$ cat src/rtl/health_tracker_if.sv
// health_tracker_if: frame sync, battle gating, hit contacts, pixel
// position and the tracker's health/bar outputs, bundled between the
// game logic (master) and the health tracker (slave).
interface health_tracker_if;
    logic       frame_clk;
    logic       battle_l;
    logic       Player_Hit;
    logic       NPC_Hit;
    logic [9:0] DrawX;
    logic [9:0] DrawY;
    logic [7:0] Player_HP;
    logic [7:0] NPC_HP;
    logic       Player_Dead;
    logic       NPC_Dead;
    logic       is_player_bar;
    logic       is_npc_bar;

    modport slave (
        input  frame_clk, battle_l, Player_Hit, NPC_Hit, DrawX, DrawY,
        output Player_HP, NPC_HP, Player_Dead, NPC_Dead,
               is_player_bar, is_npc_bar
    );

    modport master (
        output frame_clk, battle_l, Player_Hit, NPC_Hit, DrawX, DrawY,
        input  Player_HP, NPC_HP, Player_Dead, NPC_Dead,
               is_player_bar, is_npc_bar
    );
endinterface

$ cat src/rtl/health_tracker.sv
// health_tracker: hit-point tracker for the player and the NPC with a
// per-character invincibility window counted in video frames, sticky
// death flags and health-bar pixel flags.
// Optional feature: define HEALTH_REGEN_EN to enable slow regeneration
// (one HP every REGEN_FRAMES frames while vulnerable in battle).
module health_tracker #(
    parameter int         MAX_HP       = 100,
    parameter int         HIT_DMG      = 10,
    parameter int         IFRAMES      = 30,
    parameter int         REGEN_FRAMES = 60,
    parameter logic [9:0] BAR_Y        = 10'd20
) (
    input  logic              Clk,
    input  logic              Reset,
    health_tracker_if.slave   bus
);

    localparam logic [7:0] MAX8   = 8'(MAX_HP);
    localparam logic [7:0] DMG8   = 8'(HIT_DMG);
    localparam logic [5:0] IFR6   = 6'(IFRAMES);
`ifdef HEALTH_REGEN_EN
    localparam logic [5:0] REGEN6 = 6'(REGEN_FRAMES);
`endif

    // Per-character state; rcnt is the regeneration frame counter and
    // stays at zero when regeneration is compiled out.
    typedef struct packed {
        logic [7:0] hp;
        logic       dead;
        logic [5:0] ifr;
        logic [5:0] rcnt;
    } chr_t;

    localparam chr_t CHR_RST = '{hp: MAX8, dead: 1'b0, ifr: 6'd0, rcnt: 6'd0};

    // Next state of one character given its hit edge, battle gate and tick.
    function automatic chr_t chr_next(input chr_t cur, input logic hit,
                                      input logic battle, input logic tick);
        chr_t nxt;
        nxt = cur;
        if (cur.dead) begin
            // Absorbing: only reset leaves this state.
            nxt.hp   = 8'd0;
            nxt.dead = 1'b1;
            nxt.rcnt = 6'd0;
            if (tick && (cur.ifr != 6'd0)) begin
                nxt.ifr = cur.ifr - 6'd1;
            end else begin
                nxt.ifr = cur.ifr;
            end
        end else if (hit && battle && (cur.ifr == 6'd0)) begin
            // Accepted hit wins over a same-cycle frame tick.
            nxt.hp   = (cur.hp > DMG8) ? (cur.hp - DMG8) : 8'd0;
            nxt.ifr  = IFR6;
            nxt.rcnt = 6'd0;
            nxt.dead = (nxt.hp == 8'd0);
        end else begin
            // Invincibility keeps counting down even outside battle.
            if (tick && (cur.ifr != 6'd0)) begin
                nxt.ifr = cur.ifr - 6'd1;
            end else begin
                nxt.ifr = cur.ifr;
            end
`ifdef HEALTH_REGEN_EN
            if (tick && battle && (cur.ifr == 6'd0)) begin
                if ((cur.rcnt + 6'd1) == REGEN6) begin
                    nxt.rcnt = 6'd0;
                    nxt.hp   = (cur.hp < MAX8) ? (cur.hp + 8'd1) : MAX8;
                end else begin
                    nxt.rcnt = cur.rcnt + 6'd1;
                end
            end else begin
                nxt.rcnt = cur.rcnt;
            end
`else
            nxt.rcnt = 6'd0;
`endif
        end
        return nxt;
    endfunction

    logic sync1_q, sync1_d;
    logic sync2_q, sync2_d;
    logic fprev_q, fprev_d;
    logic tick_q,  tick_d;
    logic phit_q,  phit_d;
    logic pprev_q, pprev_d;
    logic nhit_q,  nhit_d;
    logic nprev_q, nprev_d;
    chr_t ply_q,   ply_d;
    chr_t npc_q,   npc_d;
    logic p_edge_s, n_edge_s;

    // Next-state logic: vsync resync + edge detect, hit edges, character updates.
    always_comb begin
        sync1_d  = bus.frame_clk;
        sync2_d  = sync1_q;
        fprev_d  = sync2_q;
        tick_d   = sync2_q & ~fprev_q;
        phit_d   = bus.Player_Hit;
        pprev_d  = phit_q;
        nhit_d   = bus.NPC_Hit;
        nprev_d  = nhit_q;
        p_edge_s = phit_q & ~pprev_q;
        n_edge_s = nhit_q & ~nprev_q;
        ply_d    = chr_next(ply_q, p_edge_s, bus.battle_l, tick_q);
        npc_d    = chr_next(npc_q, n_edge_s, bus.battle_l, tick_q);
    end

    // State registers; synchronous reset has priority over every event.
    always_ff @(posedge Clk) begin
        if (Reset) begin
            sync1_q <= 1'b0;
            sync2_q <= 1'b0;
            fprev_q <= 1'b0;
            tick_q  <= 1'b0;
            phit_q  <= 1'b0;
            pprev_q <= 1'b0;
            nhit_q  <= 1'b0;
            nprev_q <= 1'b0;
            ply_q   <= CHR_RST;
            npc_q   <= CHR_RST;
        end else begin
            sync1_q <= sync1_d;
            sync2_q <= sync2_d;
            fprev_q <= fprev_d;
            tick_q  <= tick_d;
            phit_q  <= phit_d;
            pprev_q <= pprev_d;
            nhit_q  <= nhit_d;
            nprev_q <= nprev_d;
            ply_q   <= ply_d;
            npc_q   <= npc_d;
        end
    end

    assign bus.Player_HP   = ply_q.hp;
    assign bus.NPC_HP      = npc_q.hp;
    assign bus.Player_Dead = ply_q.dead;
    assign bus.NPC_Dead    = npc_q.dead;

    logic       row_s;
    logic [9:0] p_len_s, n_len_s;

    // Bar pixel flags: player bar grows right from x=20, NPC bar grows left from x=620.
    always_comb begin
        p_len_s = {1'b0, ply_q.hp, 1'b0};
        n_len_s = {1'b0, npc_q.hp, 1'b0};
        row_s   = (bus.DrawY >= BAR_Y) && (bus.DrawY < (BAR_Y + 10'd10));
        bus.is_player_bar = row_s && (bus.DrawX >= 10'd20)
                            && (bus.DrawX < (10'd20 + p_len_s));
        bus.is_npc_bar    = row_s && (bus.DrawX >= (10'd620 - n_len_s))
                            && (bus.DrawX < 10'd620);
    end

endmodule

$ cat src/flat_wrapper.sv
// flat-port wrapper written by rule: the top's interface ports become plain ports
module health_tracker_flat 
#(
    parameter int         MAX_HP       = 100,
    parameter int         HIT_DMG      = 10,
    parameter int         IFRAMES      = 30,
    parameter int         REGEN_FRAMES = 60,
    parameter logic [9:0] BAR_Y        = 10'd20
)
  (Clk, Reset, bus_frame_clk, bus_battle_l, bus_Player_Hit, bus_NPC_Hit, bus_DrawX, bus_DrawY, bus_Player_HP, bus_NPC_HP, bus_Player_Dead, bus_NPC_Dead, bus_is_player_bar, bus_is_npc_bar);
  health_tracker_if bus_i ();
  input  logic Clk;
  input  logic Reset;
  input wire logic [$bits(bus_i.frame_clk)-1:0] bus_frame_clk;
  input wire logic [$bits(bus_i.battle_l)-1:0] bus_battle_l;
  input wire logic [$bits(bus_i.Player_Hit)-1:0] bus_Player_Hit;
  input wire logic [$bits(bus_i.NPC_Hit)-1:0] bus_NPC_Hit;
  input wire logic [$bits(bus_i.DrawX)-1:0] bus_DrawX;
  input wire logic [$bits(bus_i.DrawY)-1:0] bus_DrawY;
  output wire logic [$bits(bus_i.Player_HP)-1:0] bus_Player_HP;
  output wire logic [$bits(bus_i.NPC_HP)-1:0] bus_NPC_HP;
  output wire logic [$bits(bus_i.Player_Dead)-1:0] bus_Player_Dead;
  output wire logic [$bits(bus_i.NPC_Dead)-1:0] bus_NPC_Dead;
  output wire logic [$bits(bus_i.is_player_bar)-1:0] bus_is_player_bar;
  output wire logic [$bits(bus_i.is_npc_bar)-1:0] bus_is_npc_bar;
  assign bus_i.frame_clk = bus_frame_clk;
  assign bus_i.battle_l = bus_battle_l;
  assign bus_i.Player_Hit = bus_Player_Hit;
  assign bus_i.NPC_Hit = bus_NPC_Hit;
  assign bus_i.DrawX = bus_DrawX;
  assign bus_i.DrawY = bus_DrawY;
  assign bus_Player_HP = bus_i.Player_HP;
  assign bus_NPC_HP = bus_i.NPC_HP;
  assign bus_Player_Dead = bus_i.Player_Dead;
  assign bus_NPC_Dead = bus_i.NPC_Dead;
  assign bus_is_player_bar = bus_i.is_player_bar;
  assign bus_is_npc_bar = bus_i.is_npc_bar;
  health_tracker #(.MAX_HP(MAX_HP), .HIT_DMG(HIT_DMG), .IFRAMES(IFRAMES), .REGEN_FRAMES(REGEN_FRAMES), .BAR_Y(BAR_Y)) u_core (.Clk(Clk), .Reset(Reset), .bus(bus_i));
endmodule
$ cat config.mk
export PLATFORM = sky130hd
export DESIGN_NAME = health_tracker_flat
export DESIGN_NICKNAME = d
export VERILOG_FILES = /design/src/rtl/health_tracker_if.sv /design/src/rtl/health_tracker.sv /design/src/flat_wrapper.sv
export SDC_FILE = /design/constraint.sdc
export NUM_CORES = 1
export LEC_CHECK = 0
export ABC_AREA = 1
export CORE_ASPECT_RATIO = 0.5
export CORE_MARGIN = 2
export CORE_UTILIZATION = 53
export CTS_CLUSTER_DIAMETER = 80
export CTS_CLUSTER_SIZE = 16
export DETAILED_ROUTE_END_ITERATION = 10
export MAX_ROUTING_LAYER = met4
export PLACE_DENSITY = 0.85
export SLEW_MARGIN = 0
export SYNTH_ARGS = -nofsm -noshare
export SYNTH_HDL_FRONTEND = slang
export SYNTH_SLANG_ARGS = --single-unit
export TNS_END_PERCENT = 30
$ cat constraint.sdc
create_clock -name Clk -period 5.4 [get_ports Clk]
set_clock_uncertainty 0.2 [all_clocks]
set_input_delay 1.35 -clock Clk [delete_from_list [all_inputs] [get_ports Clk]]
set_output_delay 1.35 -clock Clk [all_outputs]
set_load 0.1 [all_outputs]
# Yosys cells after proc, flatten, opt, wreduce, memory -nomap -nowiden
# Cells that the tools add are included.
# totals
in_bits,26
mem_bits_ro,0
elab_cells,67
output_inout_bits,20
mem_count,0
regBits,38
ram_bits,0
latch_bits,0
# classes
mul,0
add_sub_neg,6
div_mod_pow,0
muxes,10
n_bitwise,6
eq_ne,0
n_lt_le_gt_ge,8
reduce_logical,21
n_shift,0
# ops
op,count
$mux 20,2
$mux 8,4
$mux 12,2
$ge 10x5->1 const B,2
$gt 8x4->1 const B,2
$logic_not 8->1,2
$sub 8x4->8 const B,2
$logic_not 6->1,2
$mux 6,2
$reduce_bool 6->1,2
$sub 6x1->6 const B,2
$logic_and 1x1->1,11
$add 5x9->10 const A,1
$ge 10x10->1,1
$lt 10x10->1,1
$lt 10x10->1 const B,1
$lt 10x5->1 const B,1
$sub 10x9->10 const A,1
$reduce_bool 2->1,2
$reduce_or 2->1,2
$and 1x1->1,3
$not 1->1,3

# Depth between registers and ports, before layout
# Gate-level depths: netlist of the first run.
# depth
word_depth,6
depth_mapped,12
mapped_depth_nobuf,12

# Worst setup path before layout of the first run
# Ideal clock, no wire load.
# synth_timing
path_kind,input port to output port
from,input bus_DrawX[5]
to,output bus_is_npc_bar
setup_slack_ns,0.324
arrival_time_ns,3.526
path_stages,5
n_path_buf,0
required_ns,3.850
cell_sequence,ha_1 -> nand2_1 -> nor2_1 -> nand4_1 -> a31oi_1
# synth_via
elab_chain_len,3
word_cells_on_any_way,4
# synth_lines
item,line,rtl
start: declaration,flat_wrapper.sv:18,input wire logic [$bits(bus_i.DrawX)-1:0] bus_DrawX;
$ge 10x10->1,health_tracker.sv:152,bus.is_npc_bar = row_s && (bus.DrawX >= (10'd620 - n_len_s))
$logic_and 1x1->1,health_tracker.sv:152,
$logic_and 1x1->1 *,health_tracker.sv:153,&& (bus.DrawX < 10'd620);
end: declaration,flat_wrapper.sv:25,output wire logic [$bits(bus_i.is_npc_bar)-1:0] bus_is_npc_bar;
# Mark *: on every way between the ends. The rest lies on a longest branch, timed or not.

# Worst setup path in the final report of the first run
# layout_timing
from,input bus_DrawX[3]
to,output bus_is_npc_bar
# Same word-level chain as after synthesis.

==> results of run 1 <==
[worst max-delay path, delay by kind of cell]
kind | cells | cell delay (ns)
buf+inv | 2 | 0.70
simple gates | 4 | 0.26
fa+ha+maj | 1 | 0.33
compound gates | 2 | 0.37
[per-layer routing]
| layer | vias to the layer above | GRT usage [%] |
|---|---|---|
| li1 | 1350 | - |
| met1 | 1094 | 26.9 |
| met2 | 62 | 34.1 |
| met3 | 5 | 4.68 |
| met4 | 0 | 5.04 |
| met5 | - | - |
[flip-flops by register name, summed over array words and instances, names as in the netlist]
register                flops
u_core.bus.NPC_Dead         1
u_core.bus.NPC_HP           8
u_core.bus.Player_Dead      1
u_core.bus.Player_HP        8
u_core.fprev_d              1
u_core.fprev_q              1
u_core.nhit_q               1
u_core.npc_q                6
u_core.nprev_q              1
u_core.phit_q               1
u_core.ply_q                6
u_core.pprev_q              1
u_core.sync1_q              1
u_core.tick_q               1
[power groups by stage]
stage	clock [W]	combinational [W]	sequential, W
after floorplan	0	0.000178	0.000313
after global placement	0	0.000213	0.000321
after detailed placement	0	0.000217	0.000321
after CTS	0.000241	0.000218	0.000314
after global routing	0.000255	0.000245	0.000317
final	0.000237	0.000218	0.000315
[cells in the mapped netlist, drive strengths merged, types with 5 or more instances]
| master | number | share of area (%) |
|---|---|---|
| o211ai | 8 | 2.2 |
| nand2 | 85 | 12 |
| buf | 21 | 5.6 |
| inv | 61 | 8.4 |
| ha | 25 | 11 |
| dfxtp | 38 | 28 |
| nor3 | 5 | 0.91 |
| nor2 | 51 | 8.5 |
| a21oi | 19 | 3.6 |
| nand3 | 36 | 7.1 |
| o21ai | 26 | 4.7 |
| xor2 | 14 | 4.4 |
[cells in the final DEF (no fill, tap or decap), drive strengths merged]
master / n
ha: 25
o21ai: 26
nor2: 51
clkbuf: 5
nand4: 4
dfxtp: 38
nand3: 36
clkdlybuf4s50: 42
a211oi: 2
o211ai: 8
a31oi: 2
a41o: 1
inv: 61
bufinv: 1
clkinv: 2
a21o: 1
nor3: 5
o2111ai: 1
xnor2: 1
buf: 2
xor2: 14
nand3b: 1
a21oi: 19
nand2: 85
[path summary, 6_finish.rpt]
check                                           startpoint                          to  slack (ns)
worst max-delay path                          bus_DrawX[3]              bus_is_npc_bar        0.84
worst min-delay path             u_core.fprev_q$_SDFF_PP0_    u_core.tick_q$_SDFF_PP0_        0.20
worst max register to register  u_core.npc_q[6]$_SDFF_PP0_  u_core.npc_q[7]$_SDFF_PP0_        3.46
worst min register to register   u_core.fprev_q$_SDFF_PP0_    u_core.tick_q$_SDFF_PP0_        0.20
[kinds of logic after synthesis]
kind of cell | after synthesis | synth area share (%)
AND/OR/NAND/NOR | 182 | 29.7
buffers and inverters | 84 | 14.2
AO/OA/AOI/OAI | 60 | 12.4
flip-flops | 38 | 27.6
adder cells (fa/ha/maj) | 25 | 11.3
XOR/XNOR | 15 | 4.76
[stage by stage]
step / instances / instance area, µm²
2_1_floorplan: 404 / 2760
3_3_place_gp: 495 / 3130
3_5_place_dp: 495 / 3130
4_1_cts: 503 / 3240
5_1_grt: 503 / 3240
6_report: 503 / 3240
[cell type report]
class / instances / share of cell area [%]
clock buffer: 5 / 2.12
clock inverter: 3 / 1.24
inverter: 61 / 7.14
multi-input combinational: 282 / 49.5
sequential: 38 / 23.5
tap: 70 / 2.70
timing repair buffer: 44 / 13.8
==> impl_metrics.ini, run 1 <==
[outcome]
outcome = complete, no violations

[sta]
fin_hold_ws_ns = 0.195
rsz0062_at_grt = false
slew_headroom_pct = 34.8
hold_violations = 0
setup_viol = 0
setup_tns_ns = 0
max_freq_mhz = 219
post-route-period-util_pct = 84.4
worst_slew_pin_slew_ns = 0.975
maxSlewViolCount = 0
setup_ws_ns = 0.841
min_period_ns = 4.56

[logic_synthesis]
ys_seq_area_share_pct = 27.6
synth_edf_count = 0
synth.avg_cell_area_um2 = 6.83
synthesis.instances = 404
syn-cell-area_mm2 = 0.00276
ys_seq_elements = 38
ys.flop_type = dfxtp_1
synth.distinct_cells = 32
async_flop_share_pct = 0
syn_nets = 455
yosysWarnings = 0

[worst_hold_path]
hold_path_class = flop to flop
holdPathStages = 1

[final_layout]
drive_above_1_share_pct = 7.85
syn2layout_area_growth_pct = 17.5
multi_input_comb_area_mm2 = 0.00161
utilization_pct = 65.1
fillers = 442
register_area_um2 = 761
n_antenna_cell = 0
nNetsFinal = 483

[detailed_routing]
highest_layer = met4
drc_errors = 0
drt-met1-wl_um = 2790
wl_per_cell_um = 10.8
wl_met3_um = 321
drt_iter0_drc = 112
routed_via_density = 4.99
vias = 2511
ant_nets = 0
wl_met2_um = 2300
wl_um = 5440
first_pass_iters = 5

[global_route]
grt.overflow.total = 0
grt_pass1_vias = 2153
grt_start_max_net_pins = 19
grt_util_all_layers_pct = 20.8
grt_first_pass_wirelength_um = 9370
antenna_found_initial = 0

[pwr]
p_per_area_mw_per_mm2 = 237
p_total_w = 0.000770
p_leak_nw = 1.57
internal_power_w = 0.000508
p_seq_share_pct = 40.9
p_comb_share_pct = 28.3
ir_drop_uv = 169
clockPowerShare_pct = 30.8
swShare_pct = 34.0
switchingPower_w = 0.000262

[clocking]
hold_buffers = 0
cts.path.max_buffers = 2
clockRootBuffer = clkbuf_8
post-cts-setup-buffers = 0
htree_levels = 2
cts_tree = done
clk_pin_slew_ns = 0.07
clock_sinks = 38
insertion_delay_ns = 0.29
ctsResizeCount = 0
cts_made_buffers = 5

[setup_path]
path_max_fanout = 4
slowest_delay_ns = 0.48
critical_path_required_ns = 3.85
rr_worst_depth = 8
crit_path_top_delay_cell = clkdlybuf4s50_1
startpoint_type = input pin
path_class = input pin to primary output
crit_arrival_ns = 3.01
end_kind = primary output
cp_cell_sequence = clkdlybuf4s50_1 > ha_1 > nand2_1 > o21ai_0 > nand3_1 > nand2_1 > nand3_1 > a31oi_1 > buf_12

[floorplan]
rows = 18
pin_count = 46
initial_core_util_pct = 55.4
core-area_mm2 = 0.00498
die_area_mm2 = 0.00583
die_y_um = 55.0
die_x_um = 106

[placement]
portBuffers = 44
post-place-ws_ns = 0.818
gp_congestion = 0.854
dp_hpwl_um = 4260

[run]
drv_cap = 0
No activity file was read; power rests on OpenSTA's default activity.
==> inputs of run 2 (changes only) <==
--- a/config.mk
+++ b/config.mk
@@ -8,12 +8,12 @@
 export ABC_AREA = 1
 export CORE_ASPECT_RATIO = 0.5
 export CORE_MARGIN = 2
-export CORE_UTILIZATION = 53
+export CORE_UTILIZATION = 49
 export CTS_CLUSTER_DIAMETER = 80
 export CTS_CLUSTER_SIZE = 16
 export DETAILED_ROUTE_END_ITERATION = 10
 export MAX_ROUTING_LAYER = met4
-export PLACE_DENSITY = 0.85
+export PLACE_DENSITY = 0.82
 export SLEW_MARGIN = 0
 export SYNTH_ARGS = -nofsm -noshare
 export SYNTH_HDL_FRONTEND = slang
==> constraint.sdc (replaced) <==
create_clock -name Clk -period 3.9 [get_ports Clk]
set_clock_uncertainty 0.2 [all_clocks]
set_input_delay 0.975 -clock Clk [delete_from_list [all_inputs] [get_ports Clk]]
set_output_delay 0.975 -clock Clk [all_outputs]
set_load 0.1 [all_outputs]
==> impl_metrics.ini, run 2 (synthesis gave the netlist of run 1 again) <==
[floorplan]
die_x_um = 110
pin_count = 46
die_area_mm2 = 0.00628
die_y_um = 57.1
rows = 19
core-area_mm2 = 0.00547
initial_core_util_pct = 50.5

[worst_hold_path]
hp-start = u_core.fprev_q$_SDFF_PP0_
hold_path_class = flop to flop

[placement]
portBuffers = 44
gp_congestion = 0.938
dp_hpwl_um = 4370
dpl-instance-area_mm2 = 0.00313

[global_route]
grt_pass1_vias = 2191
grt_start_max_net_pins = 19
grt.met1_usage_pct = 25.8
grt_use_met2_pct = 30.1
grt_first_pass_wirelength_um = 9450
grt.overflow.total = 0
grtUsageMet3_pct = 3.20
grt_util_all_layers_pct = 19.5
antenna_found_initial = 0
grt_busiest_layer = met2

[detailed_routing]
vias = 2518
ant_nets = 0
drc_errors = 0
wl_um = 5640
first_pass_iters = 4
drt_iter0_drc = 145
wl_per_cell_um = 11.1
routed_via_density = 4.95

[setup_path]
crit_start = bus_DrawX[9]
path_max_fanout = 4
r2r-start = u_core.npc_q[6]$_SDFF_PP0_
crit_arrival_ns = 2.61
path_class = input pin to primary output
end_kind = primary output
critical_path_required_ns = 2.72
startpoint_type = input pin

[final_layout]
n_antenna_cell = 0
fin_area_mm2 = 0.00334
register_area_um2 = 761
fillers = 491
final_common_cell = nand2_1
multi_input_comb_area_mm2 = 0.00162
final_cell_mix = 82 x nand2_1, 51 x inv_1, 44 x nor2_1
utilization_pct = 61.1
syn2layout_area_growth_pct = 21.0
drive_above_1_share_pct = 13.1
nNetsFinal = 486

[pwr]
p_total_w = 0.00127
p_per_area_mw_per_mm2 = 380
switchingPower_w = 0.000387
clockPowerShare_pct = 41.7
p_leak_nw = 1.68
internal_power_w = 0.000883
p_seq_share_pct = 34.1
swShare_pct = 30.5
ir_drop_uv = 229
p_comb_share_pct = 24.1

[sta]
max_freq_mhz = 265
rsz0062_at_grt = false
setup_viol = 0
fin_hold_ws_ns = 0.185
maxSlewViolCount = 0
worst_slew_pin_slew_ns = 0.669
hold_violations = 0
slew_headroom_pct = 55.3
min_period_ns = 3.78
post-route-period-util_pct = 96.9

[clocking]
htree_levels = 2
insertion_delay_ns = 0.29
hold_buffers = 0
clockRootBuffer = clkbuf_16
post-cts-setup-buffers = 0
cts_made_buffers = 5
clk_pin_slew_ns = 0.05
cts_tree = done
cts.path.max_buffers = 2
ctsResizeCount = 0
clock_sinks = 38

[outcome]
outcome = complete, no violations

[run]
drv_cap = 0
## run 2: cell types whose count changed in the layout (fill, tap and decap cells not counted), moves of 2 or more
cell and change:
clkbuf_16 +5, o21ai_0 -2, clkinv_2 -2, dlymetal6s2s_1 +3, o21ai_1 +2, buf_4 +20, clkdlybuf4s50_1 -21, clkbuf_8 -5
## run 2: power groups by stage
| stage | clock network, W | registers [W] | logic (W) |
|---|---|---|---|
| global placement | 0 | 0.000441 | 0.000299 |
| finish | 0.000530 | 0.000434 | 0.000306 |
| CTS | 0.000536 | 0.000433 | 0.000306 |
| detailed placement | 0 | 0.000442 | 0.000304 |
| global route | 0.000554 | 0.000436 | 0.000343 |
| floorplan | 0 | 0.000433 | 0.000247 |
## run 2: cell type report
cell class | instances | share of cell area (%)
inverter | 61 | 6.93
timing repair buffer | 47 | 13.3
sequential | 38 | 22.8
multi-input combinational | 282 | 48.4
clock inverter | 3 | 2.06
tap | 73 | 2.74
clock buffer | 5 | 3.75
## run 2: metal layers
layer | part of all wire [%] | up-vias
li1 | - | 1354
met2 | 42 | 36
met3 | 5.4 | 7
met5 | 0 | -
met1 | 51 | 1121
met4 | 1.2 | 0
## run 2: worst paths after layout
kind                                endpoint  slack (ns)  depth (start not counted)
hold / removal      u_core.tick_q$_SDFF_PP0_        0.19                          1
setup reg to reg  u_core.npc_q[6]$_SDFF_PP0_        2.03                          7
hold reg to reg     u_core.tick_q$_SDFF_PP0_        0.19                          1
setup / recovery           bus_is_player_bar        0.12                          8
## run 2: metrics by stage
step / instances / TNS [ns] / setup slack (ns)
after detailed placement: 501 / 0 / 0.0509
after CTS: 509 / 0 / 0.0512
after floorplan: 404 / -0.161 / -0.161
after global placement: 501 / 0 / 0.117
final: 509 / 0 / 0.119
after global routing: 509 / 0 / 0.00168
## run 2: worst max-delay path, cell delays in order
cell	delay (ns)
clkdlybuf4s50_1	0.49
ha_1	0.34
nand2_1	0.09
nor2_1	0.06
o211ai_1	0.10
o2111ai_1	0.15
nor2_1	0.20
buf_12	0.20
==> inputs of run 3 (changes only) <==
--- a/config.mk
+++ b/config.mk
@@ -6,7 +6,7 @@
 export NUM_CORES = 1
 export LEC_CHECK = 0
 export ABC_AREA = 1
-export CORE_ASPECT_RATIO = 0.5
+export CORE_ASPECT_RATIO = 2
 export CORE_MARGIN = 2
 export CORE_UTILIZATION = 49
 export CTS_CLUSTER_DIAMETER = 80
==> impl_metrics.ini, run 3 (synthesis gave the netlist of run 1 again) <==
[outcome]
outcome = complete, no violations

[sta]
setup_ws_ns = 0.0837
slew_headroom_pct = 71.1
post-route-period-util_pct = 97.9
max_freq_mhz = 262
rsz0062_at_grt = false
min_period_ns = 3.82
setup_viol = 0
maxSlewViolCount = 0
hold_violations = 0
worst_slew_pin_slew_ns = 0.433

[pwr]
p_leak_nw = 1.63
internal_power_w = 0.000770
ir_drop_uv = 368
clockPowerShare_pct = 35.3
switchingPower_w = 0.000377
p_seq_share_pct = 37.9
p_per_area_mw_per_mm2 = 352
swShare_pct = 32.9
p_comb_share_pct = 26.8

[global_route]
grt_pass1_vias = 2481
grt_first_pass_wirelength_um = 10300
grt.overflow.total = 0
grt_util_all_layers_pct = 21.4
antenna_found_initial = 0
grt_start_max_net_pins = 14

[clocking]
cts_tree = done
clockRootBuffer = clkbuf_8
cts_made_buffers = 5
post-cts-setup-buffers = 0
clock_sinks = 38
cts.path.max_buffers = 2
htree_levels = 2
insertion_delay_ns = 0.31
clk_pin_slew_ns = 0.07

[setup_path]
rr_worst_depth = 8
startpoint_type = input pin
end_kind = primary output
path_class = input pin to primary output
path_max_fanout = 4
critical_path_required_ns = 2.72
rrSetupSlack_ns = 1.94
crit_arrival_ns = 2.64
r2r-end = u_core.npc_q[10]$_SDFF_PP0_
r2r-start = u_core.npc_q[6]$_SDFF_PP0_

[floorplan]
die_area_mm2 = 0.00628
pin_count = 46
die_y_um = 110
core-area_mm2 = 0.00542
rows = 38
die_x_um = 57.1
initial_core_util_pct = 50.9

[placement]
gp_congestion = 0.882
portBuffers = 44
post-place-ws_ns = -0.00879
dp_hpwl_um = 5020
dp_cells = 488

[worst_hold_path]
hold_path_class = flop to flop
holdPathStages = 1
hp-start = u_core.fprev_q$_SDFF_PP0_
hold_path_end = u_core.tick_q$_SDFF_PP0_

[detailed_routing]
first_pass_iters = 4
drc_errors = 0
vias = 2601
routed_via_density = 5.24
wl_per_cell_um = 12.5
drt_iter0_drc = 61
ant_nets = 0
wl_um = 6200

[final_layout]
nNetsFinal = 486
drive_above_1_share_pct = 12.8
stdcell_count = 496
syn2layout_area_growth_pct = 18.0
n_antenna_cell = 0
final_common_cell = nand2_1
final_cell_mix = 82 x nand2_1, 51 x inv_1, 44 x nor2_1
utilization_pct = 60.1

[run]
drv_cap = 0
-- run 3: cell count changes in the layout (fill, tap and decap cells not counted) --
cell             before  now
dlymetal6s2s_1        3    1
o21ai_1               9    8
clkdlybuf4s50_1      21   22
dlygate4sd2_1         0    1
clkbuf_16             5    0
nor3_1                4    5
clkbuf_8              0    5
o21ai_0              17   18
nor3_2                1    0
-- run 3: power by group through the flow --
stage          logic (W)  registers [W]  clock network (W)
2_1_floorplan   0.000247       0.000433                  0
3_3_place_gp    0.000299       0.000442                  0
3_5_place_dp    0.000307       0.000443                  0
4_1_cts         0.000309       0.000434           0.000412
5_1_grt         0.000342       0.000437           0.000426
6_report        0.000307       0.000435           0.000406
-- run 3: worst max path at each step --
stage                     depth (start not counted)                 to                                 start
after floorplan                                  10  bus_is_player_bar  u_core.bus.Player_HP[1]$_SDFFE_PP0P_
after global placement                            9     bus_is_npc_bar                          bus_DrawX[3]
after detailed placement                          9     bus_is_npc_bar                          bus_DrawX[3]
after CTS                                         9     bus_is_npc_bar                          bus_DrawX[2]
after global routing                             11  bus_is_player_bar  u_core.bus.Player_HP[1]$_SDFFE_PP0P_
final                                             8     bus_is_npc_bar                          bus_DrawX[9]
-- run 3: worst max-delay path: stages --
cell and delay (ns):
clkdlybuf4s50_1 0.50, ha_1 0.35, a21o_1 0.14, inv_1 0.05
a21oi_1 0.13, nand2_1 0.09, a31oi_2 0.20, buf_12 0.20
-- run 3: stage by stage --
| stage | TNS (ns) | power, W | cell area, µm² | hold slack (ns) |
|---|---|---|---|---|
| 2_1_floorplan | -0.161 | 0.000680 | 2770 | 0.173 |
| 3_3_place_gp | 0 | 0.000741 | 3120 | 0.178 |
| 3_5_place_dp | -0.00879 | 0.000750 | 3120 | 0.188 |
| 4_1_cts | 0 | 0.00115 | 3250 | 0.198 |
| 5_1_grt | 0 | 0.00121 | 3260 | 0.232 |
| 6_report | 0 | 0.00115 | 3260 | 0.195 |
-- run 3: area by class of cell --
type / instances / area (µm²)
fillers: 501 / 2160
multi-input cells: 282 / 1610
flip-flops and latches: 38 / 761
repair buffers: 47 / 439
inverters: 61 / 231
well taps: 60 / 75.1
clock buffers: 5 / 68.8
clock inverters: 3 / 68.8
-- run 3: metal layers --
metal	GRT usage, %	wire, µm	vias up
li1	-	-	1348
met1	18.3	2250	1179
met2	41.6	3490	55
met3	3.38	227	19
met5	-	0	-
met4	13.0	229	0
-- run 3: repair_timing --
item / CTS / global route
hold buffers: 0 / 0
cloned: 0 / 0
setup endpoints to repair: 1 / 2
pin swaps: 0 / 0
gates resized for setup: 1 / 2
endpoints found under the hold margin: 0 / 0
==> RTL edit (flow settings as in run 1) <==
Add a define of `HEALTH_REGEN_EN`.
--- a/src/rtl/health_tracker.sv
+++ b/src/rtl/health_tracker.sv
@@ -4,4 +4,6 @@
 // Optional feature: define HEALTH_REGEN_EN to enable slow regeneration
 // (one HP every REGEN_FRAMES frames while vulnerable in battle).
+`define HEALTH_REGEN_EN
+
 module health_tracker #(
     parameter int         MAX_HP       = 100,
Behaviour: same outputs for any inputs over 10 cycles, from zero or initial values and one cycle with Reset high; that may be too few to reach the edited logic, so the function may still have changed.
==> RTL edit against run 1 <==
- setup slack got worse by 0.066 ns
- power increased by 17%
- final area increased by 35%
- area after synthesis increased by 39%
- hold slack improved by 0.0015 ns
- sequential cell count increased by 12
- maximum frequency decreased by 1.4%
- wire length increased by 51%
==> RTL edit: results (changes against run 1) <==
- Status: complete, no violations (unchanged)
- Post-Synthesis Mean Instance Area: 7.00 µm² (was 6.83 µm²)
- Leading cell types by total area after synthesis: dfxtp_1 26%, nand2_1 11%, ha_1 10% (was dfxtp_1 28%, ha_1 11%, nand2_1 11%)
- Post-placement cell count: 661 (was 495)
- First-pass GRT wire length: 14500 µm (was 9370 µm)
- Met3 wirelength from detailed routing: 306 µm (was 321 µm)
- Placed standard-cell area: 4250 µm² (was 3130 µm²)
- Signal arrival time at the worst endpoint: 3.07 ns (was 3.01 ns)
- Via count of the first global-routing pass: 3324 (was 2153)
- Endpoint of the lowest-slack register-to-register path: u_core.bus.Player_Dead (was u_core.npc_q[7])
- Highest-delay cell along the critical path: clkdlybuf4s50_1 (unchanged)
- Detailed placer's ending HPWL: 6260 µm (was 4260 µm)
- Detailed Routing Iterations Pass 1: 7 (was 5)
- Max stage delay on crit path: 0.55 ns (was 0.48 ns)
- Sequential-to-total area share from yosys stat: 26.0% (was 27.6%)
- Post-Synthesis Net Count: 607 (was 455)
- Measured slew at the worst slew-check pin: 0.994 ns (was 0.975 ns)
- Routed length on met2: 3930 µm (was 2300 µm)
- Count of cell types in the netlist: 40 (was 32)
- Routed wirelength normalized by instance count: 12.3 µm (was 10.8 µm)
- Layout Cells excl Fill: 668 (was 503)
- Vias: 3522 (was 2511)
- Maximum VDD drop: 0.140 mV (was 0.169 mV)
- Largest net degree at the start of global routing: 18 (was 19)
- CTS buffer count: 5 (unchanged)
- Worst setup slack after placement: 0.788 ns (was 0.818 ns)
- Global-route total usage across every layer: 22.2% (was 20.8%)
- Number of design-rule violations left by the first detailed-router iteration: 235 (was 112)
- Lkg Pwr: 2.02 nW (was 1.57 nW)
- Cell depth of the worst flop-to-flop path: 10 (was 8)
- Total routed wire length on the met1 layer: 3940 µm (was 2790 µm)
- Share of cells above drive strength 1: 8.51% (was 7.85%)
- FF-to-FF Start: u_core.bus.Player_HP[2] (was u_core.npc_q[6])
- Buffer type at the clock tree root: clkbuf_16 (was clkbuf_8)
- Placer congestion estimate: 0.960 (was 0.854)
## RTL edit: logic make-up (layout without fill, tap and decap cells)
family          Yosys count  count (layout)  synth area share, %
compound gates           66              66                 10.2
xor+xnor                 37              37                 8.62
buf+inv                 101             127                 11.9
simple gates            265             265                 33.2
fa+ha+maj                31              31                 10.1
flops                    50              50                 26.0
## RTL edit: worst reg2reg max path: cells and delay by family, from the launching register on
family / cells / cell delay (ns)
compound gates: 2 / 0.34
fa+ha+maj: 1 / 0.22
flops: 1 / 0.53
buf+inv: 2 / 0.21
simple gates: 5 / 0.40
## RTL edit: where the power goes
part | switching [mW] | internal, mW | leakage, nW
sequential | 0.0171 | 0.382 | 0.406
clock | 0.127 | 0.170 | 0.0640
combinational | 0.128 | 0.0749 | 1.55
total | 0.272 | 0.626 | 2.02
## RTL edit: metal layers
metal  global-route usage [%]  vias up
li1                         -     1834
met1                     26.6     1613
met2                     39.8       69
met3                     4.10        6
met4                     4.07        0
met5                        -        -
## RTL edit: worst max-delay path by stage
stage,to,from,cells past startpoint,slack (ns)
after global routing,bus_is_player_bar,bus_DrawY[5],7,0.63
final,bus_is_player_bar,bus_DrawX[2],14,0.78
after CTS,bus_is_player_bar,bus_DrawX[2],14,0.78
after floorplan,bus_is_player_bar,bus_DrawX[2],12,0.35
after detailed placement,bus_is_player_bar,bus_DrawY[3],7,0.79
after global placement,bus_is_player_bar,bus_DrawX[2],14,0.79
## RTL edit: metrics by stage
stage	utilization, %	hold slack (ns)	total power [mW]
3_3_place_gp	62.0	0.176	0.602
4_1_cts	63.9	0.194	0.902
6_report	63.9	0.197	0.899
3_5_place_dp	62.0	0.186	0.606
5_1_grt	63.9	0.209	0.943
2_1_floorplan	-	0.173	0.558
## RTL edit: area by class of cell
type                       count  area [µm²]  area share, %
tap                           92         115           2.62
timing repair buffer          44         460           10.5
clock buffer                   7         133           3.02
sequential                    50        1000           22.8
multi-input combinational    399        2390           54.5
inverter                      76         288           6.56
